## config.mk

```make
export PLATFORM = sky130hd
export DESIGN_NAME = multicycle_sequencer
export DESIGN_NICKNAME = d
export VERILOG_FILES = /design/src/rtl/multicycle_sequencer.sv
export SDC_FILE = /design/constraint.sdc
export NUM_CORES = 1
export LEC_CHECK = 0
export CAP_MARGIN = 20
export CORE_MARGIN = 2
export CORE_UTILIZATION = 45
export CTS_BUF_LIST = sky130_fd_sc_hd__clkbuf_8 sky130_fd_sc_hd__clkbuf_16
export CTS_CLUSTER_SIZE = 8
export DETAILED_ROUTE_END_ITERATION = 12
export DONT_BUFFER_PORTS = 1
export PLACE_DENSITY = 0.66
export SLEW_MARGIN = 25
export SYNTH_ARGS = -nofsm -noshare
export SYNTH_HDL_FRONTEND = slang
export SYNTH_SLANG_ARGS = --single-unit
```

## constraint.sdc

```tcl
create_clock -name clk -period 1.7 [get_ports clk]
set_clock_uncertainty 0.2 [all_clocks]
set_input_delay 0.255 -clock clk [delete_from_list [all_inputs] [get_ports clk]]
set_output_delay 0.255 -clock clk [all_outputs]
set_load 0.01 [all_outputs]
```

## src/rtl/multicycle_sequencer.sv

```systemverilog
// Multi-cycle control sequencer: walks the shared datapath through
// FETCH/DECODE/EXECUTE/MEMORY/WRITEBACK with a memory wait watchdog.
module multicycle_sequencer #(
  parameter int CNT_W       = 32,
  parameter int MEM_TIMEOUT = 15
) (
  input  logic             clk,
  input  logic             rst_n,
  input  logic             start,
  input  logic             halt_req,
  input  logic [6:0]       op,
  input  logic             mem_write_flag,
  input  logic             wb_lmd_flag,
  input  logic             wb_aluout_flag,
  input  logic             mem_ready,
  output logic             mem_req,
  output logic             mem_we,
  output logic             mem_addr_sel,
  output logic             ir_load,
  output logic             pc_en,
  output logic             regbank_we,
  output logic [2:0]       state,
  output logic             busy,
  output logic [CNT_W-1:0] retired_count,
  output logic             illegal_op
);

  typedef enum logic [2:0] {
    S_IDLE      = 3'd0,
    S_FETCH     = 3'd1,
    S_DECODE    = 3'd2,
    S_EXECUTE   = 3'd3,
    S_MEMORY    = 3'd4,
    S_WRITEBACK = 3'd5,
    S_ERROR     = 3'd7
  } state_t;

  localparam int WAIT_W = $clog2(MEM_TIMEOUT + 1);

  state_t             state_r;
  state_t             next_state_s;
  state_t             retire_target_s;
  logic [WAIT_W-1:0]  wait_cnt_r;
  logic [WAIT_W-1:0]  wait_cnt_next_s;
  logic [CNT_W-1:0]   retired_r;
  logic               illegal_r;
  logic               retire_s;
  logic               ir_load_s;
  logic               set_illegal_s;
  logic               wait_expired_s;
  logic               wb_any_s;
  logic               mem_op_s;

  function automatic logic is_legal_op(input logic [6:0] opcode);
    logic legal;
    case (opcode)
      7'd3, 7'd19, 7'd23, 7'd35, 7'd51, 7'd55, 7'd99, 7'd111: legal = 1'b1;
      default:                                                 legal = 1'b0;
    endcase
    return legal;
  endfunction

  assign wb_any_s        = wb_lmd_flag | wb_aluout_flag;
  assign mem_op_s        = (op == 7'd3) || (op == 7'd35);
  // The wait that would bring the count to MEM_TIMEOUT is the expiring one.
  assign wait_expired_s  = (wait_cnt_r == WAIT_W'(MEM_TIMEOUT - 1));
  assign retire_target_s = halt_req ? S_IDLE : S_FETCH;

  // Next-state, watchdog and Mealy pulse decode
  always_comb begin
    next_state_s    = state_r;
    wait_cnt_next_s = '0;
    ir_load_s       = 1'b0;
    retire_s        = 1'b0;
    set_illegal_s   = 1'b0;
    case (state_r)
      S_IDLE: begin
        if (start) next_state_s = S_FETCH;
        else       next_state_s = S_IDLE;
      end
      S_FETCH: begin
        if (mem_ready) begin
          ir_load_s    = 1'b1;
          next_state_s = S_DECODE;
        end else if (wait_expired_s) begin
          next_state_s = S_ERROR;
        end else begin
          wait_cnt_next_s = wait_cnt_r + WAIT_W'(1);
        end
      end
      S_DECODE: begin
        if (is_legal_op(op)) begin
          next_state_s = S_EXECUTE;
        end else begin
          next_state_s  = S_ERROR;
          set_illegal_s = 1'b1;
        end
      end
      S_EXECUTE: begin
        if (mem_op_s) begin
          next_state_s = S_MEMORY;
        end else if (wb_any_s) begin
          next_state_s = S_WRITEBACK;
        end else begin
          retire_s     = 1'b1;
          next_state_s = retire_target_s;
        end
      end
      S_MEMORY: begin
        if (mem_ready) begin
          if (op == 7'd35) begin
            retire_s     = 1'b1;
            next_state_s = retire_target_s;
          end else begin
            next_state_s = S_WRITEBACK;
          end
        end else if (wait_expired_s) begin
          next_state_s = S_ERROR;
        end else begin
          wait_cnt_next_s = wait_cnt_r + WAIT_W'(1);
        end
      end
      S_WRITEBACK: begin
        retire_s     = 1'b1;
        next_state_s = retire_target_s;
      end
      S_ERROR:  next_state_s = S_ERROR;
      default:  next_state_s = S_ERROR;
    endcase
  end

  // Moore strobes decoded from the current state
  always_comb begin
    mem_req      = 1'b0;
    mem_we       = 1'b0;
    mem_addr_sel = 1'b0;
    regbank_we   = 1'b0;
    case (state_r)
      S_FETCH:     mem_req = 1'b1;
      S_MEMORY: begin
        mem_req      = 1'b1;
        mem_addr_sel = 1'b1;
        mem_we       = mem_write_flag;
      end
      S_WRITEBACK: regbank_we = wb_any_s;
      default:     mem_req = 1'b0;
    endcase
  end

  // State, watchdog, retire counter and sticky illegal flag
  always_ff @(posedge clk or negedge rst_n) begin
    if (!rst_n) begin
      state_r    <= S_IDLE;
      wait_cnt_r <= '0;
      retired_r  <= '0;
      illegal_r  <= 1'b0;
    end else begin
      state_r    <= next_state_s;
      wait_cnt_r <= wait_cnt_next_s;
      if (retire_s)      retired_r <= retired_r + CNT_W'(1);
      if (set_illegal_s) illegal_r <= 1'b1;
    end
  end

  assign ir_load       = ir_load_s;
  assign pc_en         = retire_s;
  assign state         = state_r;
  assign busy          = (state_r != S_IDLE) && (state_r != S_ERROR);
  assign retired_count = retired_r;
  assign illegal_op    = illegal_r;

endmodule

```

==> run_results.csv <==
group,metric,value,unit
drt,drt_iter0_drc,110,
global_route,grt-ovfl-total,0,
min_path,whs_path_depth,3,
timing,tightestPinTransition,0.4218,ns
worst_setup_path,crit_slowest_cell,"dfrtp_1",
worst_setup_path,crit_path_end_kind,"primary output",
pwr,p_leak,1.725,nW
min_path,min_path_type,"input port to flop",
finish,multi_input_comb_area,1526,um^2
placement,routabilityCongestion,0.8072,
worst_setup_path,ff2ff_setup_slack,-0.16,ns
global_route,gr-usage-met3,7.545,%
placement,port_buffers,0,
timing,setup_violations,35,
flow_run,maxCapViolations,0,
logic_synthesis,yosysSeqAreaShare,45.74,%
die,die_width,73.74,um
run_status,status,"finished with violations",
pwr,power,3.954,mW
worst_setup_path,cp.depth,4,
timing,timing.fmax,0.5316,GHz
finish,nNetsFinal,324,
finish,drive_above_1_share,50.81,%
die,placementRows,25,
die,dieArea,5437,um^2
worst_setup_path,cp_max_fo,5,
worst_setup_path,worst_path_largest_cell_delay,0.39,ns
drt,ant_nets,0,
die,initial_core_util,46.64,%
drt,routedWlPerCell,16.99,um
finish,fill_cells,304,
worst_setup_path,worstPathCellList,"nand3b_1 > buf_4 > o22a_4 > inv_2",
global_route,grt_max_degree,41,
clock_tree,clk_latency,0.30,ns
clock_tree,numCtsBuffers,5,
clock_tree,root_buffer,"clkbuf_8",
timing,finalMaxSlewViolations,0,
worst_setup_path,critPathKind,"flop to primary output",
worst_setup_path,cp-start-kind,"flop",
drt,num_vias,2017,
worst_setup_path,cp.required,1.24,ns
run_status,failed_checks,"setup timing",
finish,antenna_cells,0,
global_route,top_usage_layer,"met2",
timing,finalCriticalPeriod,1.881,ns
placement,dp_hpwl,3816,um
global_route,grtUsageMet1,29.57,%
timing,finalHoldViolations,0,
placement,place_ws,-0.3284,ns
logic_synthesis,syn_area,2188,um^2
drt,routed_wl,6133,um
logic_synthesis,synth.avg_cell_area,10.32,um^2
die,top_level_ports,58,
clock_tree,clock_path_buffers,2,
timing,fin_tns_setup,-3.147,ns
worst_setup_path,reg2reg_depth,7,
die,coreArea,4692,um^2
timing,timing.final.ws_setup,-0.1811,ns
logic_synthesis,syn-num-nets,230,
logic_synthesis,ys_ff_latch,40,
global_route,grt_pass1_wl,9384,um
worst_setup_path,crit_buf_inv,2,
timing,rsz0062_at_grt,"yes",
drt,vias_per_cell,5.587,
clock_tree,cts_htree_levels,2,
logic_synthesis,ys_warn_count,0,
logic_synthesis,synth_cell_types,45,
global_route,grt_antenna_before_repair,0,
finish,seqCellArea,1006,um^2
timing,fin_crit_sh,110.7,%
clock_tree,clkSlewWorstSetupHoldPaths,0.07,ns
global_route,grt_pass1_vias,1911,
global_route,grt_use_met2,37.10,%
worst_setup_path,worstPathArrival,1.43,ns
timing,max-slew-margin-rel,71.83,%
die,die_height,73.74,um
worst_setup_path,crit_family,"flip-flops",
global_route,grt.total_usage,22.61,%
drt,drc,0,
logic_synthesis,synth_cells,212,
clock_tree,cts_tree,"yes",
drt,drt_pass1_iterations,4,
finish,syn_to_final_growth,58.89,%
pwr,max-vdd-ir-drop,0.7921,mV
pwr,power_per_cell_area,1137,nW/um^2
clock_tree,cts_sinks,40,
[worst paths after layout]
| kind | from | end |
|---|---|---|
| setup / recovery | state[2]$_DFF_PN0_ | pc_en |
| hold / removal | op[5] | state[0]$_DFF_PN0_ |
| setup reg to reg | state[2]$_DFF_PN0_ | retired_count[23]$_DFFE_PN0P_ |
| hold reg to reg | wait_cnt_r[0]$_DFF_PN0_ | wait_cnt_r[0]$_DFF_PN0_ |
| max in group asynchronous | rst_n | retired_count[8]$_DFFE_PN0P_ |
| min in group asynchronous | rst_n | retired_count[15]$_DFFE_PN0P_ |
[cell usage in the layout (no fill, tap or decap), drive strengths merged, types with 2 or more instances in the layout]
| cell type | netlist | routed |
|---|---|---|
| a21oi | 5 | 5 |
| a31oi | 2 | 2 |
| and2 | 3 | 3 |
| and3 | 4 | 4 |
| buf | 1 | 89 |
| clkbuf | 4 | 5 |
| dfrtp | 40 | 40 |
| dlygate4sd3 | 0 | 3 |
| ha | 3 | 3 |
| inv | 2 | 4 |
| nand2 | 22 | 22 |
| nand2b | 5 | 5 |
| nand3 | 14 | 14 |
| nand3b | 2 | 2 |
| nand4 | 12 | 12 |
| nand4b | 2 | 2 |
| nor2 | 14 | 14 |
| nor3 | 12 | 12 |
| nor3b | 2 | 2 |
| nor4 | 8 | 8 |
| nor4b | 3 | 3 |
| o21ai | 3 | 3 |
| o22a | 2 | 2 |
| or2 | 2 | 2 |
| xnor2 | 18 | 18 |
| xor2 | 15 | 15 |
[synthesized netlist by cell type]
cell        n  share of area (%)
nand2b_1    5                1.4
nand4_2     2                1.1
a41oi_4     1                1.3
nand4_1    10                2.9
a21oi_1     5                1.1
nor2b_1     1               0.29
a2111oi_0   1               0.40
nand4b_1    2               0.80
nor4_4      2                1.9
xor2_1     15                6.0
and3_1      4                1.1
o21bai_1    1               0.34
nor3b_1     2               0.69
a2111o_1    1               0.51
nor4_2      4                2.3
a311oi_1    1               0.40
a22oi_1     1               0.34
o31ai_2     1               0.57
o22ai_1     1               0.29
o22a_1      1               0.40
clkbuf_1    3               0.51
nand2_1    22                3.8
buf_6       1               0.51
nand3b_1    2               0.69
nor4_1      2               0.57
inv_2       1               0.17
and4_1      1               0.40
a31oi_1     2               0.57
dfrtp_1    40                 46
clkbuf_2    1               0.23
nor2_1     14                2.4
and2_1      3               0.86
xnor2_1    18                7.2
o22a_4      1               0.80
nor3_1     11                2.5
o21ai_0     2               0.46
or4_1       1               0.34
o31a_2      1               0.46
inv_1       1               0.17
nor4b_1     3                1.2
ha_1        3                1.7
or2_2       2               0.57
nor3_2      1               0.46
o21ai_1     1               0.23
nand3_1    14                3.2
[metal layers]
layer	vias to the layer above	routed length, um
met1	1001	2575
met2	49	3101
met4	0	100
met5	-	0
li1	957	-
met3	10	356
[report_power, final]
| group | switching, mW | internal [mW] | leakage [nW] |
|---|---|---|---|
| combinational | 1.05 | 1.09 | 1.15 |
| sequential | 0.113 | 1.09 | 0.521 |
| clock | 0.343 | 0.276 | 0.0505 |
[registers in the layout, summed over array words and instances, names as in the netlist]
signal         cells
illegal_op         1
retired_count     32
state              3
wait_cnt_r         4
[repair_timing]
item,4_1_cts,5_1_grt
pin swaps,24,24
cloned,1,0
setup endpoints to repair,39,42
setup buffers,13,17
hold endpoints to repair,46,0
hold buffers,4,0
gates resized for setup,44,32
[per-stage QoR]
stage               hold WS [ns]  area, um^2  instances  utilization, %
floorplan                -0.2406        2275        212               -
detailed placement       -0.2398        2780        324           59.25
CTS                      0.01410        3229        348           68.83
finish                   0.01149        3477        361           74.11
global placement         -0.2398        2780        324           59.25
global route             0.02035        3477        361           74.11
[layout make-up]
cell class / count / area share [%]
multi-input combinational: 165 / 43.90
sequential: 40 / 28.93
timing repair buffer: 92 / 22.67
clock buffer: 5 / 1.979
tap: 54 / 1.943
clock inverter: 3 / 0.3598
inverter: 2 / 0.2159
[worst reg2reg max path, cell delays in order (launching register included)]
cell and delay [ns]:
dfrtp_1 0.39, nand3b_1 0.20, buf_4 0.16, o22a_4 0.26, buf_8 0.15, buf_4 0.14
nor4_4 0.13, xor2_1 0.17
[logic make-up (layout without fill, tap and decap cells)]
family	Yosys count	in the layout	synth area share [%]
buffers and inverters	7	102	1.600
adder cells (fa/ha/maj)	3	3	1.715
AO/OA/AOI/OAI	21	21	8.176
flip-flops	40	40	45.74
XOR/XNOR	33	33	13.21
AND/OR/NAND/NOR	108	108	29.56
Power figures use the tool's default switching activity.
